[src/rtl/student_audio_out_stage.sv]
// student_audio_out_stage
//   Conditions the parallel FIR output before it reaches the IIS handler.
//   The stage applies an unsigned fixed-point gain with rounding and
//   saturation, buffers the result in a small FIFO, and releases one sample
//   per LR frame on each falling edge of the codec LR clock. FIFO underrun
//   and overflow events are reported as sticky flags and saturating counts.
//
// Ports
//   clk_i            system clock
//   rst_ni           asynchronous active-low reset
//   valid_strobe_in  one-cycle pulse, sample_in valid
//   sample_in        signed FIR output sample (IN_W)
//   gain_i           unsigned gain, value / 2^GAIN_FRAC (GAIN_W)
//   lrclk_i          codec LR clock, synchronous to clk_i
//   clear_i          synchronous clear of counters and sticky flags
//   sample_out       signed sample to IIS handler (OUT_W)
//   valid_strobe_out one-cycle pulse, one per LR frame
//   fill_o           FIFO occupancy
//   underrun_o       sticky: pop while FIFO empty
//   overflow_o       sticky: write dropped because FIFO full
//   underrun_cnt_o   saturating underrun count (CNT_W)
//   overflow_cnt_o   saturating overflow count (CNT_W)
module student_audio_out_stage #(
  parameter int IN_W      = 24,
  parameter int OUT_W     = 24,
  parameter int GAIN_W    = 8,
  parameter int GAIN_FRAC = 6,
  parameter int DEPTH     = 4,
  parameter int CNT_W     = 8
) (
  input  logic                     clk_i,
  input  logic                     rst_ni,
  input  logic                     valid_strobe_in,
  input  logic [IN_W-1:0]          sample_in,
  input  logic [GAIN_W-1:0]        gain_i,
  input  logic                     lrclk_i,
  input  logic                     clear_i,
  output logic [OUT_W-1:0]         sample_out,
  output logic                     valid_strobe_out,
  output logic [$clog2(DEPTH):0]   fill_o,
  output logic                     underrun_o,
  output logic                     overflow_o,
  output logic [CNT_W-1:0]         underrun_cnt_o,
  output logic [CNT_W-1:0]         overflow_cnt_o
);

  localparam int PROD_W = IN_W + GAIN_W + 1;
  localparam int AW     = $clog2(DEPTH);
  localparam int PW     = AW + 1;
  localparam logic [PROD_W-1:0] RND = {{(PROD_W-1){1'b0}}, 1'b1} << (GAIN_FRAC - 1);

  // Stage 1: full-precision product
  logic signed [PROD_W-1:0] w_prod;
  logic signed [PROD_W-1:0] r_prod;
  logic                     r_v1;

  assign w_prod = $signed(sample_in) * $signed({1'b0, gain_i});

  always_ff @(posedge clk_i or negedge rst_ni) begin
    if (!rst_ni) begin
      r_v1   <= 1'b0;
      r_prod <= '0;
    end else begin
      r_v1 <= valid_strobe_in;
      if (valid_strobe_in) r_prod <= w_prod;
    end
  end

  // Stage 2: round half toward +inf, arithmetic shift, saturate
  logic signed [PROD_W-1:0] w_rnd;
  logic signed [PROD_W-1:0] w_shift;
  logic signed [PROD_W-1:0] w_max;
  logic signed [PROD_W-1:0] w_min;
  logic        [OUT_W-1:0]  w_sat;
  logic        [OUT_W-1:0]  r_s2;
  logic                     r_v2;

  assign w_rnd   = r_prod + $signed(RND);
  assign w_shift = w_rnd >>> GAIN_FRAC;
  assign w_max   = {{(PROD_W-OUT_W+1){1'b0}}, {(OUT_W-1){1'b1}}};
  assign w_min   = {{(PROD_W-OUT_W+1){1'b1}}, {(OUT_W-1){1'b0}}};

  always_comb begin
    w_sat = w_shift[OUT_W-1:0];
    if (w_shift > w_max)      w_sat = {1'b0, {(OUT_W-1){1'b1}}};
    else if (w_shift < w_min) w_sat = {1'b1, {(OUT_W-1){1'b0}}};
  end

  always_ff @(posedge clk_i or negedge rst_ni) begin
    if (!rst_ni) begin
      r_v2 <= 1'b0;
      r_s2 <= '0;
    end else begin
      r_v2 <= r_v1;
      if (r_v1) r_s2 <= w_sat;
    end
  end

  // FIFO and frame release
  logic [OUT_W-1:0] r_mem [DEPTH];
  logic [PW-1:0]    r_wr;
  logic [PW-1:0]    r_rd;
  logic             r_lrq;
  logic             w_empty;
  logic             w_full;
  logic             w_fall;
  logic             w_pop;
  logic             w_push;
  logic             w_unf_ev;
  logic             w_ovf_ev;

  assign w_empty  = (r_wr == r_rd);
  assign w_full   = (r_wr[AW] != r_rd[AW]) && (r_wr[AW-1:0] == r_rd[AW-1:0]);
  assign w_fall   = r_lrq & ~lrclk_i;
  assign w_pop    = w_fall & ~w_empty;
  // A pop in the same cycle frees the slot, so a full FIFO can still accept.
  // When full, write and read share an index; the read sees the old word.
  assign w_push   = r_v2 & (~w_full | w_pop);
  assign w_unf_ev = w_fall & w_empty;
  assign w_ovf_ev = r_v2 & w_full & ~w_pop;

  always_ff @(posedge clk_i) begin
    if (w_push) r_mem[r_wr[AW-1:0]] <= r_s2;
  end

  logic [OUT_W-1:0] r_out;
  logic             r_vout;
  logic             r_unf;
  logic             r_ovf;
  logic [CNT_W-1:0] r_ucnt;
  logic [CNT_W-1:0] r_ocnt;

  always_ff @(posedge clk_i or negedge rst_ni) begin
    if (!rst_ni) begin
      r_lrq  <= 1'b0;
      r_wr   <= '0;
      r_rd   <= '0;
      r_out  <= '0;
      r_vout <= 1'b0;
      r_unf  <= 1'b0;
      r_ovf  <= 1'b0;
      r_ucnt <= '0;
      r_ocnt <= '0;
    end else begin
      r_lrq  <= lrclk_i;
      r_wr   <= r_wr + PW'(w_push);
      r_rd   <= r_rd + PW'(w_pop);
      r_vout <= w_fall;
      if (w_pop) r_out <= r_mem[r_rd[AW-1:0]];
      if (clear_i) begin
        r_unf  <= 1'b0;
        r_ovf  <= 1'b0;
        r_ucnt <= '0;
        r_ocnt <= '0;
      end else begin
        if (w_unf_ev) begin
          r_unf <= 1'b1;
          if (r_ucnt != '1) r_ucnt <= r_ucnt + CNT_W'(1);
        end
        if (w_ovf_ev) begin
          r_ovf <= 1'b1;
          if (r_ocnt != '1) r_ocnt <= r_ocnt + CNT_W'(1);
        end
      end
    end
  end

  assign sample_out       = r_out;
  assign valid_strobe_out = r_vout;
  assign fill_o           = r_wr - r_rd;
  assign underrun_o       = r_unf;
  assign overflow_o       = r_ovf;
  assign underrun_cnt_o   = r_ucnt;
  assign overflow_cnt_o   = r_ocnt;

endmodule
[config.mk]
export PLATFORM = sky130hd
export DESIGN_NAME = student_audio_out_stage
export DESIGN_NICKNAME = d
export VERILOG_FILES = /design/src/rtl/student_audio_out_stage.sv
export SDC_FILE = /design/constraint.sdc
export NUM_CORES = 1
export LEC_CHECK = 0
export CAP_MARGIN = 10
export CORE_UTILIZATION = 50
export DETAILED_ROUTE_END_ITERATION = 10
export PLACE_DENSITY_LB_ADDON = 0.15
export SYNTH_ARGS = -nofsm -noshare
export SYNTH_HDL_FRONTEND = slang
export SYNTH_SLANG_ARGS = --single-unit
export TNS_END_PERCENT = 30
[constraint.sdc]
create_clock -name clk_i -period 8 [get_ports clk_i]
set_input_delay 1.6 -clock clk_i [delete_from_list [all_inputs] [get_ports clk_i]]
set_output_delay 1.6 -clock clk_i [all_outputs]
set_load 0.005 [all_outputs]
==> run_summary.xml <==
<?xml version="1.0" encoding="UTF-8"?>
<metrics>
  <group name="sta">
    <metric name="report.final.setup_viol" unit="">0</metric>
    <metric name="final_max_slew_viol_count" unit="">0</metric>
    <metric name="achievable-frequency" unit="GHz">0.142</metric>
    <metric name="rsz_0062_raised_after_global_routing" unit="">no</metric>
    <metric name="tightest_slew" unit="ns">1.06</metric>
    <metric name="period_share" unit="">0.879</metric>
    <metric name="maxSlewHeadroom" unit="">0.293</metric>
    <metric name="skew" unit="ns">0.0153</metric>
    <metric name="fin_crit" unit="ns">7.03</metric>
    <metric name="totalNegativeSetupSlack" unit="ns">0</metric>
    <metric name="hold_violations" unit="">0</metric>
  </group>
  <group name="synthesis">
    <metric name="synth_most_common_cell" unit="">sky130_fd_sc_hd__inv_1</metric>
    <metric name="synth.distinct_cells" unit="">77</metric>
    <metric name="syn_nets" unit="">1647</metric>
    <metric name="postSynthAreaPerCell" unit="sq um">10.9</metric>
    <metric name="ys_seq_area_frac" unit="">0.361</metric>
    <metric name="netlist_top_cells_area" unit="">sky130_fd_sc_hd__fa_1, sky130_fd_sc_hd__edfxtp_1, sky130_fd_sc_hd__dfrtp_1, sky130_fd_sc_hd__ha_1, sky130_fd_sc_hd__inv_1</metric>
    <metric name="synth_top_cell_area_share" unit="">0.199</metric>
    <metric name="async_reset_ff_frac" unit="">0.520</metric>
    <metric name="post_synth_inst_count" unit="">1388</metric>
    <metric name="synth-warning-count" unit="">0</metric>
    <metric name="cell_type_with_the_highest_aggregate_area_in_the_netlist" unit="">sky130_fd_sc_hd__fa_1</metric>
    <metric name="synth_area" unit="sq um">15200</metric>
    <metric name="ys.flop_type" unit="">sky130_fd_sc_hd__dfrtp_1</metric>
    <metric name="synth_commonest_cells" unit="">sky130_fd_sc_hd__inv_1, sky130_fd_sc_hd__nand2_1, sky130_fd_sc_hd__fa_1</metric>
    <metric name="synth_enable_flop_cells" unit="">96</metric>
    <metric name="synth.ff_latch_count" unit="">200</metric>
  </group>
  <group name="final_layout">
    <metric name="multi_input_area" unit="sq um">8620</metric>
    <metric name="layout.cells.non_filler" unit="">1862</metric>
    <metric name="final-seq-area" unit="sq um">5490</metric>
    <metric name="area.growth.synth_to_final" unit="%">11.9</metric>
    <metric name="num-fill-cells" unit="">2536</metric>
    <metric name="antenna_cells" unit="">0</metric>
    <metric name="fin_nets" unit="">1718</metric>
    <metric name="drive_gt1_frac" unit="">0.107</metric>
  </group>
  <group name="placement">
    <metric name="hpwl" unit="microns">22000</metric>
    <metric name="port-buffer-count" unit="">82</metric>
    <metric name="finalWeightedCongestion" unit="">0.858</metric>
    <metric name="placed_cells_incl_taps" unit="">1830</metric>
  </group>
  <group name="setup_path">
    <metric name="path_max_fanout" unit="">24</metric>
    <metric name="startpoint_type" unit="">input port</metric>
    <metric name="worst_path_arrival" unit="ns">7.40</metric>
    <metric name="critical_path.endpoint_type" unit="">flop</metric>
    <metric name="top_cell_by_count_worst_path" unit="">sky130_fd_sc_hd__fa_1</metric>
    <metric name="largest_incremental_delay_on_the_critical_path" unit="ns">1.09</metric>
    <metric name="worst_path_dominant_cell_family" unit="">adder cells</metric>
    <metric name="crit_slowest_cell" unit="">sky130_fd_sc_hd__clkdlybuf4s50_1</metric>
    <metric name="timing.setup.critical_path_class" unit="">input port to flop</metric>
    <metric name="worst-endpoint-required" unit="ns">8.36</metric>
    <metric name="path_cells" unit="">clkdlybuf4s50_1 -&gt; nand2_1 -&gt; fa_1 -&gt; inv_1 -&gt; fa_1 -&gt; fa_1 -&gt; inv_1 -&gt; fa_1 -&gt; inv_1 -&gt; ha_1 -&gt; nand4_1 -&gt; nor4_1 -&gt; nor2_1 -&gt; o41ai_2 -&gt; nor3_1 -&gt; or4_1 -&gt; nand3_1</metric>
    <metric name="timing.critical_path.buf_inv" unit="">4</metric>
  </group>
  <group name="pwr">
    <metric name="comb_power_share" unit="">0.567</metric>
    <metric name="power" unit="mW">5.94</metric>
    <metric name="irDropWorstVdd" unit="mV">0.195</metric>
    <metric name="power_density" unit="nW/um^2">350</metric>
    <metric name="seqPwrFrac" unit="">0.294</metric>
    <metric name="p_int" unit="mW">3.44</metric>
    <metric name="switching_share" unit="">0.420</metric>
    <metric name="clockPowerShare" unit="">0.139</metric>
    <metric name="p_leak" unit="nW">7.52</metric>
    <metric name="netSwitchingPower" unit="mW">2.50</metric>
  </group>
  <group name="floorplanning">
    <metric name="die_area" unit="sq um">31100</metric>
    <metric name="width_of_the_die" unit="microns">176</metric>
    <metric name="initial_core_util" unit="">0.511</metric>
    <metric name="floorplan.rows" unit="">63</metric>
    <metric name="boundaryPins" unit="">83</metric>
    <metric name="dieHeight" unit="microns">176</metric>
    <metric name="floorplan.core_area" unit="sq um">29700</metric>
  </group>
  <group name="clock_network">
    <metric name="worstSkewPairLatency" unit="ns">0.43</metric>
    <metric name="tritoncts_clock_tree" unit="">yes</metric>
    <metric name="post_cts_repair_setup_buffers" unit="">0</metric>
    <metric name="tritoncts_num_sinks" unit="">200</metric>
    <metric name="clk_transition_reported_paths" unit="ns">0.08</metric>
    <metric name="clock_buffers_created_by_tritoncts" unit="">17</metric>
    <metric name="post_cts_resize_count" unit="">0</metric>
    <metric name="cts_root_buffer" unit="">sky130_fd_sc_hd__clkbuf_16</metric>
    <metric name="ctsHtreeMaxLevel" unit="">4</metric>
    <metric name="cts_stage_hold_buffer_count" unit="">0</metric>
    <metric name="clockBufferDepth" unit="">2</metric>
  </group>
  <group name="route">
    <metric name="vias_per_cell" unit="">5.14</metric>
    <metric name="drt_first_pass_iters" unit="">4</metric>
    <metric name="detail_route.iter0.violations" unit="">427</metric>
    <metric name="ant_nets" unit="">0</metric>
    <metric name="postRouteWirelength" unit="microns">28500</metric>
    <metric name="detail_route.drc_violations" unit="">0</metric>
    <metric name="wire_per_inst" unit="microns">15.3</metric>
    <metric name="via_count" unit="">9562</metric>
  </group>
  <group name="global_routing">
    <metric name="overall_track_demand_over_capacity_in_global_routing" unit="">0.194</metric>
    <metric name="number_of_global_route_vias_before_repair" unit="">9690</metric>
    <metric name="grt_start_max_net_pins" unit="">76</metric>
    <metric name="globalRouteOverflowTotal" unit="">0</metric>
    <metric name="first_pass_grt_wire_length" unit="microns">48300</metric>
    <metric name="antenna_found_initial" unit="">0</metric>
  </group>
  <group name="flow_run">
    <metric name="maximum_capacitance_violations" unit="">0</metric>
  </group>
  <group name="min_path">
    <metric name="holdCritPathClass" unit="">flop to flop</metric>
  </group>
  <group name="status">
    <metric name="status" unit="">finished, final reports clean</metric>
  </group>
</metrics>
## cell families after synthesis
family | count (synthesis) | share of synthesized area
xor gates and xnor gates | 62 | 0.0358
muxes | 67 | 0.0681
buffers and inverters | 277 | 0.0707
adders and majority gates | 222 | 0.258
DFF | 200 | 0.361
and+or+nand+nor | 417 | 0.140
AOI/OAI and AO/OA | 143 | 0.0660
## power by group through the flow
| stage | logic (mW) | clock network [mW] | registers, mW |
|---|---|---|---|
| after floorplan | 2.53 | 0 | 1.71 |
| after global placement | 3.31 | 0 | 1.75 |
| after detailed placement | 3.37 | 0 | 1.77 |
| after CTS | 3.39 | 0.850 | 1.75 |
| after global routing | 3.80 | 0.885 | 1.79 |
| final | 3.37 | 0.825 | 1.75 |
## path summary, 6_finish.rpt
kind | from | end | slack (ns) | cells after the start
setup / recovery | gain_i[1] | r_prod[31] | 0.97 | 17
hold / removal | r_wr[2] | r_wr[2] | 0.49 | 1
setup reg to reg | r_prod[7] | r_s2[0] | 5.07 | 7
hold reg to reg | r_wr[2] | r_wr[2] | 0.49 | 1
max in group asynchronous | rst_ni | r_s2[21] | 5.61 | 2
min in group asynchronous | rst_ni | r_wr[2] | 1.09 | 1
## routing by layer
layer,vias to the layer above,GRT usage,wire [microns],part of all wire
met4,0,0.0514,374,0.013
met1,4722,0.274,13900,0.49
li1,4674,-,-,-
met3,23,0.0189,703,0.025
met5,-,0,0,0
met2,143,0.320,13500,0.48
## area by class of cell
| type | instances | area share |
|---|---|---|
| multi-input cells | 911 | 0.508 |
| flip-flops and latches | 200 | 0.323 |
| inverters | 232 | 0.0513 |
| repair buffers | 97 | 0.0548 |
| clock buffers | 17 | 0.0250 |
| clock inverters | 15 | 0.00965 |
| well taps | 390 | 0.0287 |
## layout by cell type (no fill, tap or decap), types with 4 or more instances in the layout
cell type,count
sky130_fd_sc_hd__fa_1,151
sky130_fd_sc_hd__or3_1,6
sky130_fd_sc_hd__and4_1,5
sky130_fd_sc_hd__edfxtp_1,96
sky130_fd_sc_hd__dfrtp_1,104
sky130_fd_sc_hd__xor2_1,26
sky130_fd_sc_hd__xnor2_1,36
sky130_fd_sc_hd__clkinv_8,4
sky130_fd_sc_hd__nand2_1,160
sky130_fd_sc_hd__o31ai_1,4
sky130_fd_sc_hd__clkdlybuf4s50_1,81
sky130_fd_sc_hd__nand4_1,14
sky130_fd_sc_hd__mux2_2,40
sky130_fd_sc_hd__o21ai_0,21
sky130_fd_sc_hd__ha_1,71
sky130_fd_sc_hd__a21o_1,7
sky130_fd_sc_hd__and2_1,102
sky130_fd_sc_hd__a21oi_1,46
sky130_fd_sc_hd__nand2b_1,4
sky130_fd_sc_hd__nor2_1,56
sky130_fd_sc_hd__mux4_2,24
sky130_fd_sc_hd__nand3_1,23
sky130_fd_sc_hd__clkbuf_16,17
sky130_fd_sc_hd__nor3_1,5
sky130_fd_sc_hd__a21oi_2,20
sky130_fd_sc_hd__inv_8,4
sky130_fd_sc_hd__o211ai_1,6
sky130_fd_sc_hd__buf_4,16
sky130_fd_sc_hd__inv_1,232
sky130_fd_sc_hd__nor2b_1,7
sky130_fd_sc_hd__and3_1,11
## state kept, by name, indices dropped and copies added (netlist names), 3 cells and up
register,count
r_rd,3
r_s2,24
overflow_cnt_o,8
underrun_cnt_o,8
r_prod,28
r_wr,3
r_mem,96
sample_out,24
## metrics by stage
stage                     hold WS, ns  cell area [sq um]  setup slack [ns]   util
after floorplan                 0.355              15200              1.85      -
after global placement          0.477              16400             0.653  0.552
after detailed placement        0.476              16400             0.595  0.552
after CTS                       0.491              17000              1.05  0.572
after global routing            0.510              17000             0.610  0.572
final                           0.489              17000             0.969  0.572
## worst reg2reg max path, stage by stage (launching register included)
cell and delay, ns:
sky130_fd_sc_hd__dfrtp_1 0.42, sky130_fd_sc_hd__and4_1 0.22, sky130_fd_sc_hd__nor2b_1 0.58, sky130_fd_sc_hd__nand4_1 0.28, sky130_fd_sc_hd__nand2b_1 0.21, sky130_fd_sc_hd__o21ai_0 0.17, sky130_fd_sc_hd__a21boi_4 0.75, sky130_fd_sc_hd__a21oi_1 0.16
Power figures use the tool's default switching activity.
